## config.mk

```make
export PLATFORM = sky130hd
export DESIGN_NAME = sr_latch_driver
export DESIGN_NICKNAME = d
export VERILOG_FILES = /design/src/rtl/sr_latch_driver.sv
export SDC_FILE = /design/constraint.sdc
export NUM_CORES = 1
export LEC_CHECK = 0
export CELL_PAD_IN_SITES_DETAIL_PLACEMENT = 0
export CELL_PAD_IN_SITES_GLOBAL_PLACEMENT = 1
export CORE_MARGIN = 3
export CORE_UTILIZATION = 39
export CTS_BUF_LIST = sky130_fd_sc_hd__clkbuf_8 sky130_fd_sc_hd__clkbuf_16
export CTS_CLUSTER_DIAMETER = 100
export DETAILED_ROUTE_END_ITERATION = 10
export PLACE_DENSITY_LB_ADDON = 0.1
export SLEW_MARGIN = 15
export SYNTH_ARGS = -nofsm -noshare
export SYNTH_HDL_FRONTEND = slang
export SYNTH_SLANG_ARGS = --single-unit
```

## constraint.sdc

```tcl
create_clock -name clk -period 3.2 [get_ports clk]
set_input_delay 0.48 -clock clk [delete_from_list [all_inputs] [get_ports clk]]
set_output_delay 0.48 -clock clk [all_outputs]
set_load 0.005 [all_outputs]
```

## src/rtl/sr_latch_driver.sv

```systemverilog
// ============================================================================
// Module  : sr_latch_driver
// Purpose : Turns a level request into one clean S or R pulse for a NOR SR
//           latch, then a settle window; optional q/p readback check enabled
//           by defining SR_LATCH_DRIVER_READBACK_EN.
// Rev     : 1.0  initial release
// ============================================================================
`timescale 1ns/1ps
`default_nettype none

module sr_latch_driver #(
  parameter int PULSE_W  = 2,
  parameter int SETTLE_W = 3
) (
  input  logic clk,
  input  logic rst_n,
  input  logic req_valid,
  input  logic req_val,
  output logic req_ready,
  output logic s_out,
  output logic r_out,
  input  logic q_in,
  input  logic p_in,
  output logic done,
  output logic err,
  output logic cur_q
);

  localparam int c_CNT_MAX = (PULSE_W > SETTLE_W) ? PULSE_W : SETTLE_W;
  localparam int c_CNT_W   = $clog2(c_CNT_MAX + 1);
  localparam logic [c_CNT_W-1:0] c_PULSE_LOAD  = c_CNT_W'(PULSE_W);
  localparam logic [c_CNT_W-1:0] c_SETTLE_LOAD = c_CNT_W'(SETTLE_W);
  localparam logic [c_CNT_W-1:0] c_CNT_ONE     = c_CNT_W'(1);

  typedef enum logic [1:0] {
    ST_IDLE   = 2'd0,
    ST_PULSE  = 2'd1,
    ST_SETTLE = 2'd2,
    ST_CHECK  = 2'd3
  } state_t;

  state_t               r_state;
  logic [c_CNT_W-1:0]   r_cnt;
  logic                 r_val;
  logic                 w_readback_ok;

  assign req_ready = (r_state == ST_IDLE);

`ifdef SR_LATCH_DRIVER_READBACK_EN
  logic [1:0] r_q_sync;
  logic [1:0] r_p_sync;

  always_ff @(posedge clk or negedge rst_n) begin
    if (!rst_n) begin
      r_q_sync <= 2'b00;
      r_p_sync <= 2'b00;
    end else begin
      r_q_sync <= {r_q_sync[0], q_in};
      r_p_sync <= {r_p_sync[0], p_in};
    end
  end

  // q==p (forbidden or metastable) can never match (val, ~val).
  assign w_readback_ok = (r_q_sync[1] == r_val) && (r_p_sync[1] == ~r_val);
`else
  logic w_unused_readback;
  assign w_unused_readback = q_in ^ p_in;
  assign w_readback_ok     = 1'b1;
`endif

  // done/err are registered on the SETTLE->CHECK edge so they are visible
  // during the single CHECK cycle.
  always_ff @(posedge clk or negedge rst_n) begin
    if (!rst_n) begin
      r_state <= ST_IDLE;
      r_cnt   <= '0;
      r_val   <= 1'b0;
      s_out   <= 1'b0;
      r_out   <= 1'b0;
      done    <= 1'b0;
      err     <= 1'b0;
      cur_q   <= 1'b0;
    end else begin
      done <= 1'b0;
      err  <= 1'b0;
      case (r_state)
        ST_IDLE: begin
          if (req_valid) begin
            r_val   <= req_val;
            s_out   <= req_val;
            r_out   <= ~req_val;
            r_cnt   <= c_PULSE_LOAD;
            r_state <= ST_PULSE;
          end
        end
        ST_PULSE: begin
          if (r_cnt == c_CNT_ONE) begin
            s_out   <= 1'b0;
            r_out   <= 1'b0;
            r_cnt   <= c_SETTLE_LOAD;
            r_state <= ST_SETTLE;
          end else begin
            r_cnt <= r_cnt - c_CNT_ONE;
          end
        end
        ST_SETTLE: begin
          if (r_cnt == c_CNT_ONE) begin
            r_cnt   <= '0;
            r_state <= ST_CHECK;
            if (w_readback_ok) begin
              done  <= 1'b1;
              cur_q <= r_val;
            end else begin
              err <= 1'b1;
            end
          end else begin
            r_cnt <= r_cnt - c_CNT_ONE;
          end
        end
        ST_CHECK: begin
          r_state <= ST_IDLE;
        end
        default: begin
          r_state <= ST_IDLE;
        end
      endcase
    end
  end

endmodule

`default_nettype wire

```

==> Yosys cells after proc, flatten, opt, wreduce, memory -nomap -nowiden <==
Cells that the tools add are included.
{ "word_totals": {"reg_bits": 9, "latch_bits": 0, "ram_bits": 0, "rom_bits": 0, "in_bits": 6, "out_inout_bits": 6, "wordCells": 39, "n_memories": 0} }
{ "classes": {"addsub": 1, "multipliers": 0, "div": 0, "n_lt_le_gt_ge": 0, "eq_ne": 7, "shift": 0, "n_mux": 15, "bitwise": 1, "reduce_logical": 8} }
{ "ops": {"columns": ["op", "n"], "rows": [
  ["$mux 2", 6],
  ["$pmux 2 s4", 1],
  ["$ne 2x2->1 const B", 3],
  ["$pmux 2 s3", 1],
  ["$reduce_and 2->1", 3],
  ["$reduce_and 3->1", 2],
  ["$mux 1", 5],
  ["$eq 2x1->1 const B", 2],
  ["$eq 2x2->1 const B", 2],
  ["$pmux 1 s2", 2],
  ["$reduce_bool 3->1", 1],
  ["$logic_not 2->1", 1],
  ["$reduce_bool 2->1", 1],
  ["$sub 2x1->2 const B", 1],
  ["$not 1->1", 1]
]} }

==> Longest topological paths before layout <==
{ "logic_depth": {"depth_word": 3, "ltp_mapped": 5, "ltp_nobuf": 5} }

==> Least setup slack after synthesis <==
OpenSTA, ideal clock, no wires.
{ "synth_path": {"path_kind": "reg2reg", "from": "reg r_state[0]", "to": "reg r_cnt[1]", "setup_time_ns": 0.125, "arrival_time_ns": 1.247, "required_ns": 3.075, "path_slack_ns": 1.828, "path_stages_with_launch": 6, "path_buffers": 0, "synth_period_minus_slack_ns": 1.372, "path_cell_list": "dfrtp_1 -> inv_1 -> ha_1 -> nand2b_1 -> nor2b_4 -> mux2_4"} }
{ "synth_via": {"elab_chain_cells": 3, "elab_cells_between_ends": 7, "cone_classes": "3 x eq/ne; 1 x mux; 3 x reduce/logical"} }
{ "synth_lines": {"columns": ["element", "line_no", "text"], "rows": [
  ["from (decl)", "42", "state_t r_state;"],
  ["from (signal assigned)", "75", "r_state <= ST_IDLE;"],
  ["from (signal assigned)", "93", "r_state <= ST_PULSE;"],
  ["from (signal assigned)", "101", "r_state <= ST_SETTLE;"],
  ["$logic_not 2->1 (*)", null, null],
  ["via req_ready", "19", "output logic req_ready,"],
  ["$ne 2x2->1 (no source line) / $reduce_bool 3->1 (equally long branches)", null, null],
  ["$reduce_and 2->1 (no source line)", null, null],
  ["to (signal assigned)", "92", "r_cnt <= c_PULSE_LOAD;"],
  ["to (signal assigned)", "100", "r_cnt <= c_SETTLE_LOAD;"],
  ["to (signal assigned)", "103", "r_cnt <= r_cnt - c_CNT_ONE;"],
  ["to (decl)", "43", "logic [c_CNT_W-1:0] r_cnt;"]
]} }
Mark *: on every way through the listed nets, which the timed path passes. The rest lies on a longest branch.
A chain may end at the register's enable or synchronous reset.

==> Final worst setup path <==
{ "layout_path": {"from": "reg r_state[0]", "to": "out req_ready"} }
{ "layout_via": {"elab_chain_cells": 1} }
{ "layout_lines": {"columns": ["element", "line_no", "text"], "rows": [
  ["$logic_not 2->1", "47", "assign req_ready = (r_state == ST_IDLE);"],
  ["to (decl)", "19", null]
]} }
Every way passes these cells.

==> impl_results.rst <==
.. list-table::
   :header-rows: 1

   * - Metric
     - Value
   * - Global-route wire length before repair
     - approximately 1.9 mm
   * - Share of synthesized registers carrying an async set or reset
     - 100.0%
   * - Share of cells above drive strength 1
     - between 10% and 20%
   * - Required time at the endpoint of the critical path
     - approximately 2.7 ns
   * - Quantity of hold-fixing buffers added after cts
     - 0
   * - Classification of the worst setup path
     - register to output port
   * - Placeable core region
     - around 1200 sq um
   * - Number of distinct standard cells referenced by the synthesized netlist
     - 24
   * - Flop and latch count out of synthesis
     - 9
   * - CP endpoint kind
     - output port
   * - Initial antenna violation count
     - 0
   * - Most frequent cells after synthesis
     - dfrtp_1, ha_1, inv_1
   * - Place WS
     - between 1 and 1.5 ns
   * - PostCTS Resize Cnt
     - 0
   * - Area share of the largest cell type after synthesis
     - 42.25%
   * - Power Dens Cells
     - between 1000 and 1500 nW/um^2
   * - Crit path arrival time
     - roughly 1.6 ns
   * - N_diodes
     - 0
   * - Maximum number of pins on one net before global-route repair
     - 10
   * - Worst min path class
     - register to register
   * - Routed len/inst
     - 15.16 microns
   * - Number of global-route vias before repair
     - about 410
   * - Clock root buffer
     - clkbuf_8
   * - Die Outline Area
     - 1846 sq um
   * - Biggest area contributors in the synthesized netlist
     - dfrtp_1, ha_1, mux2_4
   * - Critical path fanouts, max
     - 6
   * - Number of clock sinks
     - 9
   * - Maximum VDD drop
     - around 0.00042 V
   * - Most common cell in the netlist
     - dfrtp_1
   * - Min cycle time layout
     - ~2.1 ns
   * - Total of max-cap violations
     - 0
   * - Clock slew seen by the registers of the worst setup and hold paths
     - about 0.050 ns
   * - IO Pins
     - 12
   * - Total congestion overflow after global routing
     - 0
   * - Final-stage net count
     - between 70 and 80
   * - Via density
     - about 5.4
   * - Outcome
     - completed
   * - Syn Area/Cell
     - between 10 and 15 sq um
   * - Weighted congestion reported at the end of routability-driven placement
     - 0.7759
   * - Leakage
     - 0.0003385 uW
   * - DRT antenna net count
     - 0
   * - Most instantiated flip-flop cell in the synthesis netlist
     - dfrtp_1
   * - Total setup violations reported at the end of the flow
     - 0
   * - Fin worst setup slack
     - approximately 1.1 ns
   * - Initial standard-cell utilization of the core
     - between 40% and 50%
   * - Number of cells produced by synthesis
     - 48
   * - Syn nets
     - 61
   * - Post-layout utilization of the core
     - between 50% and 60%
   * - Post-layout instance area
     - 668.1 sq um
   * - Clock network latency to the later pin of the worst-skew pair
     - between 0.2 and 0.25 ns
   * - TNS Setup
     - 0 ns
   * - Upper clock frequency limit
     - 0.4858 GHz
   * - Total placed instance area
     - 623.1 sq um
   * - Wire length reported by the detailed router
     - around 1.1 mm
   * - Detailed placer's ending HPWL
     - 856.7 microns
   * - Final Skew
     - about 0.0067 ns
   * - Iteration-0 DRC count of the detailed router
     - 5
   * - Vias after detailed routing
     - roughly 390
   * - Area growth from synthesis to layout
     - 25.35%
   * - Row Count
     - 12
   * - Synth area leader
     - dfrtp_1
   * - Count of buffers from port buffering
     - 8
   * - H-tree levels
     - 1
   * - Post-CTS Setup Bufs
     - 0
   * - YS warnings
     - 0
   * - Final cycle utilization of the critical path
     - between 60% and 70%
   * - RSZ-0062 raised after global routing
     - false
   * - Residual DRC
     - 0
   * - Length of the first detailed-routing pass in iterations
     - 4
   * - Synthesized cell area
     - between 500 and 600 sq um
   * - Pins over their slew limit
     - 0
   * - Hold Violations, Final
     - 0
   * - Part of the Yosys area used for sequential elements
     - between 40% and 50%
   * - Die extent in y
     - approximately 43 microns
   * - Tot Pwr
     - around 700 uW
   * - Number of synthesized flops with an enable pin
     - 0
   * - Number of clock buffers inserted by TritonCTS
     - 3
   * - Setup crit start kind
     - register
   * - Total global routing track utilization
     - around 14%
   * - Filler Cell Count
     - 99
   * - Maximum buffer depth of the clock tree
     - 2
   * - Horizontal die dimension
     - approximately 43 microns
   * - CTS tree
     - built
==> state kept, by name, summed over array words and instances (netlist names) <==
signal / flops
r_val: 1
cur_q: 1
r_state: 2
r_out: 1
done: 1
s_out: 1
r_cnt: 2
==> power by group <==
group          switching, uW  leakage, uW  internal (uW)  total [uW]
registers               43.5     0.000113            163         206
clock network           44.9    0.0000269           83.5         128
logic                    162     0.000198            199         361
total                    250     0.000339            446         696
==> kinds of logic (layout without fill, tap and decap cells) <==
family	Yosys count	after routing	share of synthesized area, %
flip-flops	9	9	42.25
buffers and inverters	7	18	5.634
multiplexers	4	4	9.625
adder cells (fa/ha/maj)	7	7	16.43
AND/OR/NAND/NOR	10	10	11.51
other	1	1	0.7035
AO/OA/AOI/OAI	10	10	13.85
==> per-layer routing <==
metal	routed length [microns]	vias up	share of wire (%)	GRT usage, %
met1	451	188	41	16.24
met5	0	-	0	0
met4	25	0	2.3	10.84
met2	546	17	49	21.26
li1	-	183	-	-
met3	83	4	7.5	4.661
==> placed cells by master, fill, tap and decap left out <==
cell,count
dfrtp_1,9
clkdlybuf4s50_1,8
inv_1,7
ha_1,7
clkbuf_8,3
o21ai_0,2
o2bb2ai_1,2
nand2_1,2
mux2_4,2
nor2_1,2
and2_1,1
nand2b_1,1
and3_1,1
a21oi_1,1
a2bb2oi_1,1
o211ai_1,1
nor2b_4,1
a21o_1,1
nor2b_1,1
nor3b_1,1
mux2i_1,1
o21a_1,1
o32a_1,1
mux2_2,1
conb_1,1
==> stage by stage <==
stage	hold slack, ns	cells
global route	0.5200	73
global placement	0.4629	69
floorplan	0.1844	48
detailed placement	0.4767	69
CTS	0.4861	73
finish	0.4815	73
==> critical path, cell delays in order (launching register included) <==
cell and delay (ns):
dfrtp_1 0.42, inv_1 0.11, ha_1 0.27, clkdlybuf4s50_1 0.55
==> path summary, 6_finish.rpt <==
kind	start	end	slack (ns)	cells after the start
worst max-delay path	r_state[0]	req_ready	1.14	3
worst min-delay path	r_val	r_val	0.48	1
worst max register to register	r_state[0]	r_cnt[1]	1.67	5
worst min register to register	r_val	r_val	0.48	1
max in group asynchronous	rst_n	r_val	2.36	1
min in group asynchronous	rst_n	r_out	0.55	1
==> final cells by class <==
class / count / area [sq um] / area share [%]
Sequential cell: 9 / 225.2 / 33.71
Timing Repair Buffer: 8 / 80.08 / 11.99
Tap cell: 14 / 17.52 / 2.622
Inverter: 6 / 22.52 / 3.371
Clock buffer: 3 / 41.29 / 6.180
Multi-Input combinational cell: 32 / 277.8 / 41.57
Clock inverter: 1 / 3.754 / 0.5618
Note: power is estimated with default switching activity, not from simulation.
